--- config.mk ---
export PLATFORM = sky130hd
export DESIGN_NAME = fetch_unit
export DESIGN_NICKNAME = d
export VERILOG_FILES = /design/src/rtl/fetch_unit.sv
export SDC_FILE = /design/constraint.sdc
export NUM_CORES = 1
export LEC_CHECK = 0
export CAP_MARGIN = 40
export CORE_MARGIN = 8
export CORE_UTILIZATION = 25
export DETAILED_ROUTE_END_ITERATION = 16
export SLEW_MARGIN = 20
export SYNTH_ARGS = -nofsm -noshare
export SYNTH_HDL_FRONTEND = slang
export SYNTH_SLANG_ARGS = --single-unit
--- constraint.sdc ---
create_clock -name clk -period 2.7 [get_ports clk]
set_input_delay 0.54 -clock clk [delete_from_list [all_inputs] [get_ports clk]]
set_output_delay 0.54 -clock clk [all_outputs]
set_load 0.005 [all_outputs]
--- src/rtl/fetch_unit.sv ---
// Instruction-fetch stage: reads the word at the current PC over a req/ack
// handshake, presents it to decode on a valid/ready interface, and steers the
// PC register with increment/load pulses (including execute-stage redirects).
// A request left unanswered for TIMEOUT cycles parks the unit in a sticky
// error state that only reset clears.
`timescale 1ns/1ps
module fetch_unit #(
  parameter int unsigned ADDR_W  = 32,
  parameter int unsigned DATA_W  = 32,
  parameter int unsigned TIMEOUT = 16
) (
  input  logic              clk,
  input  logic              reset,
  input  logic [ADDR_W-1:0] pc_in,
  output logic              pc_inc,
  output logic              pc_write,
  output logic [ADDR_W-1:0] pc_target,
  output logic              mem_req,
  output logic [ADDR_W-1:0] mem_addr,
  input  logic              mem_ack,
  input  logic [DATA_W-1:0] mem_rdata,
  input  logic              branch_valid,
  input  logic [ADDR_W-1:0] branch_target,
  output logic [DATA_W-1:0] ir_out,
  output logic [ADDR_W-1:0] ir_pc,
  output logic              ir_valid,
  input  logic              ir_ready,
  output logic              fetch_err
);

  localparam int unsigned     CntW   = $clog2(TIMEOUT + 1);
  localparam logic [CntW-1:0] CntMax = CntW'(TIMEOUT - 1);

  typedef enum logic [2:0] {StIdle, StReq, StHold, StFlush, StErr} state_e;

  state_e              r_state, w_state_d;
  logic [CntW-1:0]     r_cnt, w_cnt_d;
  logic                r_mem_req, w_mem_req_d;
  logic [ADDR_W-1:0]   r_mem_addr, w_mem_addr_d;
  logic [DATA_W-1:0]   r_ir_out, w_ir_out_d;
  logic [ADDR_W-1:0]   r_ir_pc, w_ir_pc_d;
  logic                r_ir_valid, w_ir_valid_d;
  logic                r_pc_inc, w_pc_inc_d;
  logic                r_pc_write, w_pc_write_d;
  logic [ADDR_W-1:0]   r_pc_target, w_pc_target_d;
  logic                r_err, w_err_d;

  // State and all output registers; reset clears everything asynchronously.
  always_ff @(posedge clk or negedge reset) begin
    if (!reset) begin
      r_state     <= StIdle;
      r_cnt       <= '0;
      r_mem_req   <= 1'b0;
      r_mem_addr  <= '0;
      r_ir_out    <= '0;
      r_ir_pc     <= '0;
      r_ir_valid  <= 1'b0;
      r_pc_inc    <= 1'b0;
      r_pc_write  <= 1'b0;
      r_pc_target <= '0;
      r_err       <= 1'b0;
    end else begin
      r_state     <= w_state_d;
      r_cnt       <= w_cnt_d;
      r_mem_req   <= w_mem_req_d;
      r_mem_addr  <= w_mem_addr_d;
      r_ir_out    <= w_ir_out_d;
      r_ir_pc     <= w_ir_pc_d;
      r_ir_valid  <= w_ir_valid_d;
      r_pc_inc    <= w_pc_inc_d;
      r_pc_write  <= w_pc_write_d;
      r_pc_target <= w_pc_target_d;
      r_err       <= w_err_d;
    end
  end

  // Next-state and next-output decode.
  always_comb begin
    w_state_d     = r_state;
    w_cnt_d       = r_cnt;
    w_mem_req_d   = r_mem_req;
    w_mem_addr_d  = r_mem_addr;
    w_ir_out_d    = r_ir_out;
    w_ir_pc_d     = r_ir_pc;
    w_ir_valid_d  = r_ir_valid;
    w_pc_inc_d    = 1'b0;
    w_pc_write_d  = 1'b0;
    w_pc_target_d = r_pc_target;
    w_err_d       = r_err;

    // A redirect always produces a load pulse; in FLUSH the last one wins.
    if (branch_valid && (r_state != StErr)) begin
      w_pc_write_d  = 1'b1;
      w_pc_target_d = branch_target;
    end

    case (r_state)
      StIdle: begin
        // Launch only once no PC update is in flight, so pc_in has settled.
        if (!branch_valid && !r_pc_write && !r_pc_inc) begin
          w_mem_req_d  = 1'b1;
          w_mem_addr_d = pc_in;
          w_cnt_d      = '0;
          w_state_d    = StReq;
        end
      end

      StReq: begin
        if (mem_ack) begin
          w_mem_req_d = 1'b0;
          if (branch_valid) begin
            w_state_d = StIdle;  // wrong-path data dropped
          end else begin
            w_ir_out_d   = mem_rdata;
            w_ir_pc_d    = r_mem_addr;
            w_ir_valid_d = 1'b1;
            w_pc_inc_d   = 1'b1;
            w_state_d    = StHold;
          end
        end else if (branch_valid) begin
          w_cnt_d   = '0;
          w_state_d = StFlush;  // request must still complete
        end else if (r_cnt == CntMax) begin
          w_mem_req_d  = 1'b0;
          w_err_d      = 1'b1;
          w_ir_valid_d = 1'b0;
          w_state_d    = StErr;
        end else begin
          w_cnt_d = r_cnt + CntW'(1);
        end
      end

      StHold: begin
        // A branch voids any same-cycle handshake; decode squashes it.
        if (branch_valid || ir_ready) begin
          w_ir_valid_d = 1'b0;
          w_state_d    = StIdle;
        end
      end

      StFlush: begin
        if (mem_ack) begin
          w_mem_req_d = 1'b0;
          w_state_d   = StIdle;
        end else if (r_cnt == CntMax) begin
          w_mem_req_d  = 1'b0;
          w_err_d      = 1'b1;
          w_ir_valid_d = 1'b0;
          w_state_d    = StErr;
        end else begin
          w_cnt_d = r_cnt + CntW'(1);
        end
      end

      StErr: begin
        w_mem_req_d  = 1'b0;
        w_ir_valid_d = 1'b0;
        w_err_d      = 1'b1;
      end

      default: w_state_d = StIdle;
    endcase
  end

  assign pc_inc    = r_pc_inc;
  assign pc_write  = r_pc_write;
  assign pc_target = r_pc_target;
  assign mem_req   = r_mem_req;
  assign mem_addr  = r_mem_addr;
  assign ir_out    = r_ir_out;
  assign ir_pc     = r_ir_pc;
  assign ir_valid  = r_ir_valid;
  assign fetch_err = r_err;

endmodule
# Yosys cells after proc, flatten, opt, wreduce, memory -nomap -nowiden
# Index checks and enable logic that the tools add are counted.
totals:
  ff_bits: 141
  in_bits: 101
  output_inout_bits: 133
  word_cells: 81
classes:
  add_sub_neg: 1
  eq_ne: 12
  mux: 36
  bitwise_logic: 2
  n_reduce_logical: 19
op_table:
  columns: ["op", "n"]
  rows:
  - ["two-way mux 5 bit", 5]
  - ["two-way mux 1 bit", 19]
  - ["two-way mux 3 bit", 6]
  - ["one-hot mux 3 bit (5 select lines)", 1]
  - ["one-hot mux 5 bit (3 select lines)", 1]
  - ["AND reduction 4 bit", 3]
  - ["!= test 2 bit (second input constant)", 5]
  - ["AND reduction 3 bit", 3]
  - ["one-hot mux 1 bit (4 select lines)", 2]
  - ["nonzero test 4 bit", 2]
  - ["equality test 3 x 2 -> 1 bit (second input constant)", 2]
  - ["!= test 3 bit (second input constant)", 2]
  - ["nonzero test 3 bit", 2]
  - ["adder 5 x 1 -> 5 bit (second input constant)", 1]
  - ["equality test 5 x 4 -> 1 bit (second input constant)", 1]
  - ["equality test 3 x 1 -> 1 bit (second input constant)", 1]
  - ["equality test 3 bit (second input constant)", 1]
  - ["logical AND 1 bit", 3]
  - ["zero test 1 bit", 3]
  - ["zero test 3 bit", 1]
  - ["one-hot mux 1 bit (3 select lines)", 1]
  - ["two-way mux 2 bit", 1]
  - ["inverter 1 bit", 2]
  - ["AND reduction 2 bit", 1]
  - ["logical OR 1 bit", 1]

# Logic depth before layout (Yosys ltp)
depth:
  depth_word: 5
  mapped_depth: 5
  depth_no_buf: 5

# Worst setup path before layout
# OpenSTA, ideal clock, no wires.
synth_timing:
  path_kind: "input-to-reg"
  from: "in branch_valid"
  to: "reg r_ir_out[10], in the netlist ir_out[10]"
  setup_time_ns: 0.125
  arrival_time_ns: 1.373
  t_required_ns: 2.575
  slack_ns: 1.202
  stages: 5
  n_path_buf: 2
  cell_sequence: "nor2_1 -> nand3_2 -> buf_6 -> buf_6 -> mux2_4"
synth_between:
  elab_chain_cells: 2
synth_lines:
  columns: ["element", "line_no", "text"]
  rows:
  - ["start: declaration", "22", "input logic branch_valid,"]
  - ["inverter 1 bit (no source line)", null, null]
  - ["AND reduction 3 bit (no source line)", null, null]
  - ["end signal: assignment", "67", "r_ir_out <= w_ir_out_d;"]
  - ["end: declaration", "40", "logic [DATA_W-1:0] r_ir_out, w_ir_out_d;"]
# No other way between the ends.
# A chain may end at the register's enable or synchronous reset.

# Final worst setup path
layout_timing:
  from: "reg r_mem_req, in the netlist mem_req"
  to: "out mem_req"
layout_lines:
  columns: ["element", "line_no", "text"]
  rows:
  - ["start: declaration", "38", "logic r_mem_req, w_mem_req_d;"]
  - ["start signal: assignment", "65", "r_mem_req <= w_mem_req_d;"]
  - ["end: declaration", "18", "output logic mem_req,"]
# No word-level cell between the ends.

==> impl_metrics.env <==
export IMPL_boundaryPins=234
export IMPL_vdd_ir_drop_max_uv=432
export IMPL_setup_viol=0
export IMPL_cp_slowest_cell="clkdlybuf4s50_1"
export IMPL_drtPass1Iterations=4
export IMPL_avgSynthCellArea_sq_um=16.7
export IMPL_cts_sinks=141
export IMPL_worstPathCellList="clkdlybuf4s50_1"
export IMPL_syn_cell_area_sq_um=5610
export IMPL_crit_buf_inv=1
export IMPL_max_freq_mhz=534
export IMPL_gp_congestion=0.738
export IMPL_synth_edf_count=0
export IMPL_cts_path_max_buffers=2
export IMPL_dpl_hpwl_um=11400
export IMPL_core_sq_um=22400
export IMPL_wirelength_um=15400
export IMPL_ant_nets=0
export IMPL_die_y_um=166
export IMPL_setup_ws_ns=0.826
export IMPL_yosys_warnings=0
export IMPL_finClkSkew_ns=0.00732
export IMPL_h_tree_depth=4
export IMPL_crit_path_max_incr_delay_ns=0.57
export IMPL_ys_async_sr_fraction_pct=100
export IMPL_numCtsBuffers=17
export IMPL_final_nets=684
export IMPL_post_route_min_period_ns=1.87
export IMPL_cts_resized=0
export IMPL_syn_nets=439
export IMPL_drv_slew=0
export IMPL_grt_pass1_vias=4254
export IMPL_yosysUniqueCellTypes=31
export IMPL_die_w_um=166
export IMPL_cts_tree="done"
export IMPL_path_class="flip-flop to output pin"
export IMPL_hold_class="primary input to async pin"
export IMPL_rows=55
export IMPL_place_area_sq_um=8280
export IMPL_finalInstanceArea_sq_um=8860
export IMPL_start_kind="flip-flop"
export IMPL_insertedDiodeCount=0
export IMPL_max_cap_violations=0
export IMPL_postCtsHoldBufs=0
export IMPL_globalRoute_totalOverflow=0
export IMPL_ys_seq_area_share_pct=62.9
export IMPL_slew_headroom_pct=68.1
export IMPL_via_count=3742
export IMPL_worstMarginPinSlew_ns=0.477
export IMPL_drive_gt1_share_pct=28.6
export IMPL_postCtsSetupBuffers=0
export IMPL_fin_crit_sh_pct=69.4
export IMPL_grt_total_usage_pct=11.4
export IMPL_cts_clk_slew_worst_paths_ns=0.06
export IMPL_portBuffers=233
export IMPL_pwr_density_cell_nw_per_um2=519
export IMPL_hold_viol=0
export IMPL_synthFlopType="dfrtp_1"
export IMPL_dp_slack_ns=0.561
export IMPL_crit_path_end_kind="output pin"
export IMPL_rsz0062_at_grt="false"
export IMPL_critPathRequiredTime_ns=2.16
export IMPL_viasPerCell=4.26
export IMPL_setup_tns_ns=0
export IMPL_holdWs_ns=0.0529
export IMPL_synth_seq_cells=141
export IMPL_p_leak_uw=0.00421
export IMPL_syn_inst=337
export IMPL_antenna_found_initial=0
export IMPL_post_drt_wl_per_cell_um=17.6
export IMPL_drc_errors=0
export IMPL_initialDrtViolationCount=165
export IMPL_clock_latency_ns=0.40
export IMPL_run_status="completed"
export IMPL_grt_pass1_wl_um=25100
export IMPL_clockRootBuffer="clkbuf_16"
export IMPL_die_area_sq_um=27500
export IMPL_cp_max_fo=2
export IMPL_initial_utilization_pct=25.1
export IMPL_critPathArrivalTime_ns=1.33
export IMPL_grt_start_max_net_pins=75
export IMPL_areaGrowthSynthToFinish_pct=57.9
export IMPL_cp_top_family="buffers and inverters"
==> cell families (layout without fill, tap and decap cells) <==
family	after synthesis	after routing	synth area share [%]
AO/OA/AOI/OAI	19	19	2.32
multiplexers	130	130	29.3
flip-flops	141	141	62.9
buffers and inverters	21	278	2.70
AND/OR/NAND/NOR	25	25	2.59
adder cells (fa/ha/maj)	1	1	0.223
==> cells in the mapped netlist, types with 2 or more instances <==
cell type,count,area (sq um)
a21oi_1,3,15.0
mux2i_1,2,20.0
nand3_2,2,20.0
dfrtp_1,141,3530
nor2_1,7,26.3
nand3_1,5,25.0
nand2_1,4,15.0
inv_1,8,30.0
buf_6,9,101
o21ai_0,6,30.0
buf_2,4,20.0
mux2_4,49,736
mux2_2,79,890
==> report_power, final <==
part / total (uW) / internal, uW / switching [uW] / leakage, uW
logic: 200 / 132 / 67.9 / 0.00198
clock network: 2280 / 1400 / 878 / 0.000279
registers: 2110 / 2110 / 0 / 0.00196
total: 4600 / 3650 / 946 / 0.00421
==> registers in the layout, indices dropped and copies added (netlist names) <==
register and cells:
pc_inc 1, fetch_err 1, ir_out 32, r_state 3, ir_valid 1, pc_write 1, pc_target 32, r_cnt 5
mem_addr 32, ir_pc 32, mem_req 1
==> cells in the final DEF (no fill, tap or decap), types with 2 or more instances in the layout <==
cell / count
clkinv_4: 3
clkbuf_16: 17
clkinvlp_4: 2
bufinv_16: 2
nand3_1: 5
clkbuf_8: 2
dfrtp_1: 141
buf_4: 2
buf_12: 4
o21ai_0: 6
inv_1: 8
clkbuf_1: 2
mux2_4: 49
clkdlybuf4s50_1: 232
nor2_1: 7
clkinv_2: 3
mux2_2: 79
a21oi_1: 3
mux2i_1: 2
nand2_1: 4
==> cell type report <==
type | instances | area (sq um)
Multi-Input combinational cell | 175 | 1940
Timing Repair Buffer | 239 | 2430
Inverter | 8 | 30.0
Clock inverter | 10 | 116
Fill cell | 2094 | 13500
Clock buffer | 21 | 460
Sequential cell | 141 | 3530
Tap cell | 285 | 357
==> layer usage <==
| layer | wire length (um) | track usage, % | up-vias |
|---|---|---|---|
| met5 | 0 | 0 | - |
| met4 | 148 | 2.61 | 0 |
| li1 | - | - | 1680 |
| met1 | 6450 | 12.8 | 1919 |
| met3 | 961 | 4.83 | 8 |
| met2 | 7880 | 19.7 | 135 |
==> path summary, 6_finish.rpt <==
kind	slack (ns)	start	to	depth (start not counted)
setup / recovery	0.83	mem_req	mem_req	1
hold / removal	0.05	reset	mem_addr[3]	1
setup reg to reg	0.83	r_state[0]	pc_target[0]	5
hold reg to reg	0.48	fetch_err	fetch_err	1
max in group asynchronous	1.88	reset	ir_pc[28]	2
min in group clk	0.48	fetch_err	fetch_err	1
==> worst register-to-register path, stage by stage, from the launching register on <==
cell	delay [ns]
dfrtp_1	0.43
nor2_1	0.29
nand2_1	0.16
nand2_2	0.10
buf_4	0.36
mux2_2	0.42
==> per-stage QoR <==
step / std cells / total power, uW / utilization [%]
after floorplan: 337 / 2160 / -
after global routing: 879 / 4800 / 39.6
after detailed placement: 848 / 2360 / 37.0
after CTS: 879 / 4700 / 39.6
after global placement: 848 / 2350 / 37.0
final: 879 / 4600 / 39.6
(Power assumes the default switching activity.)
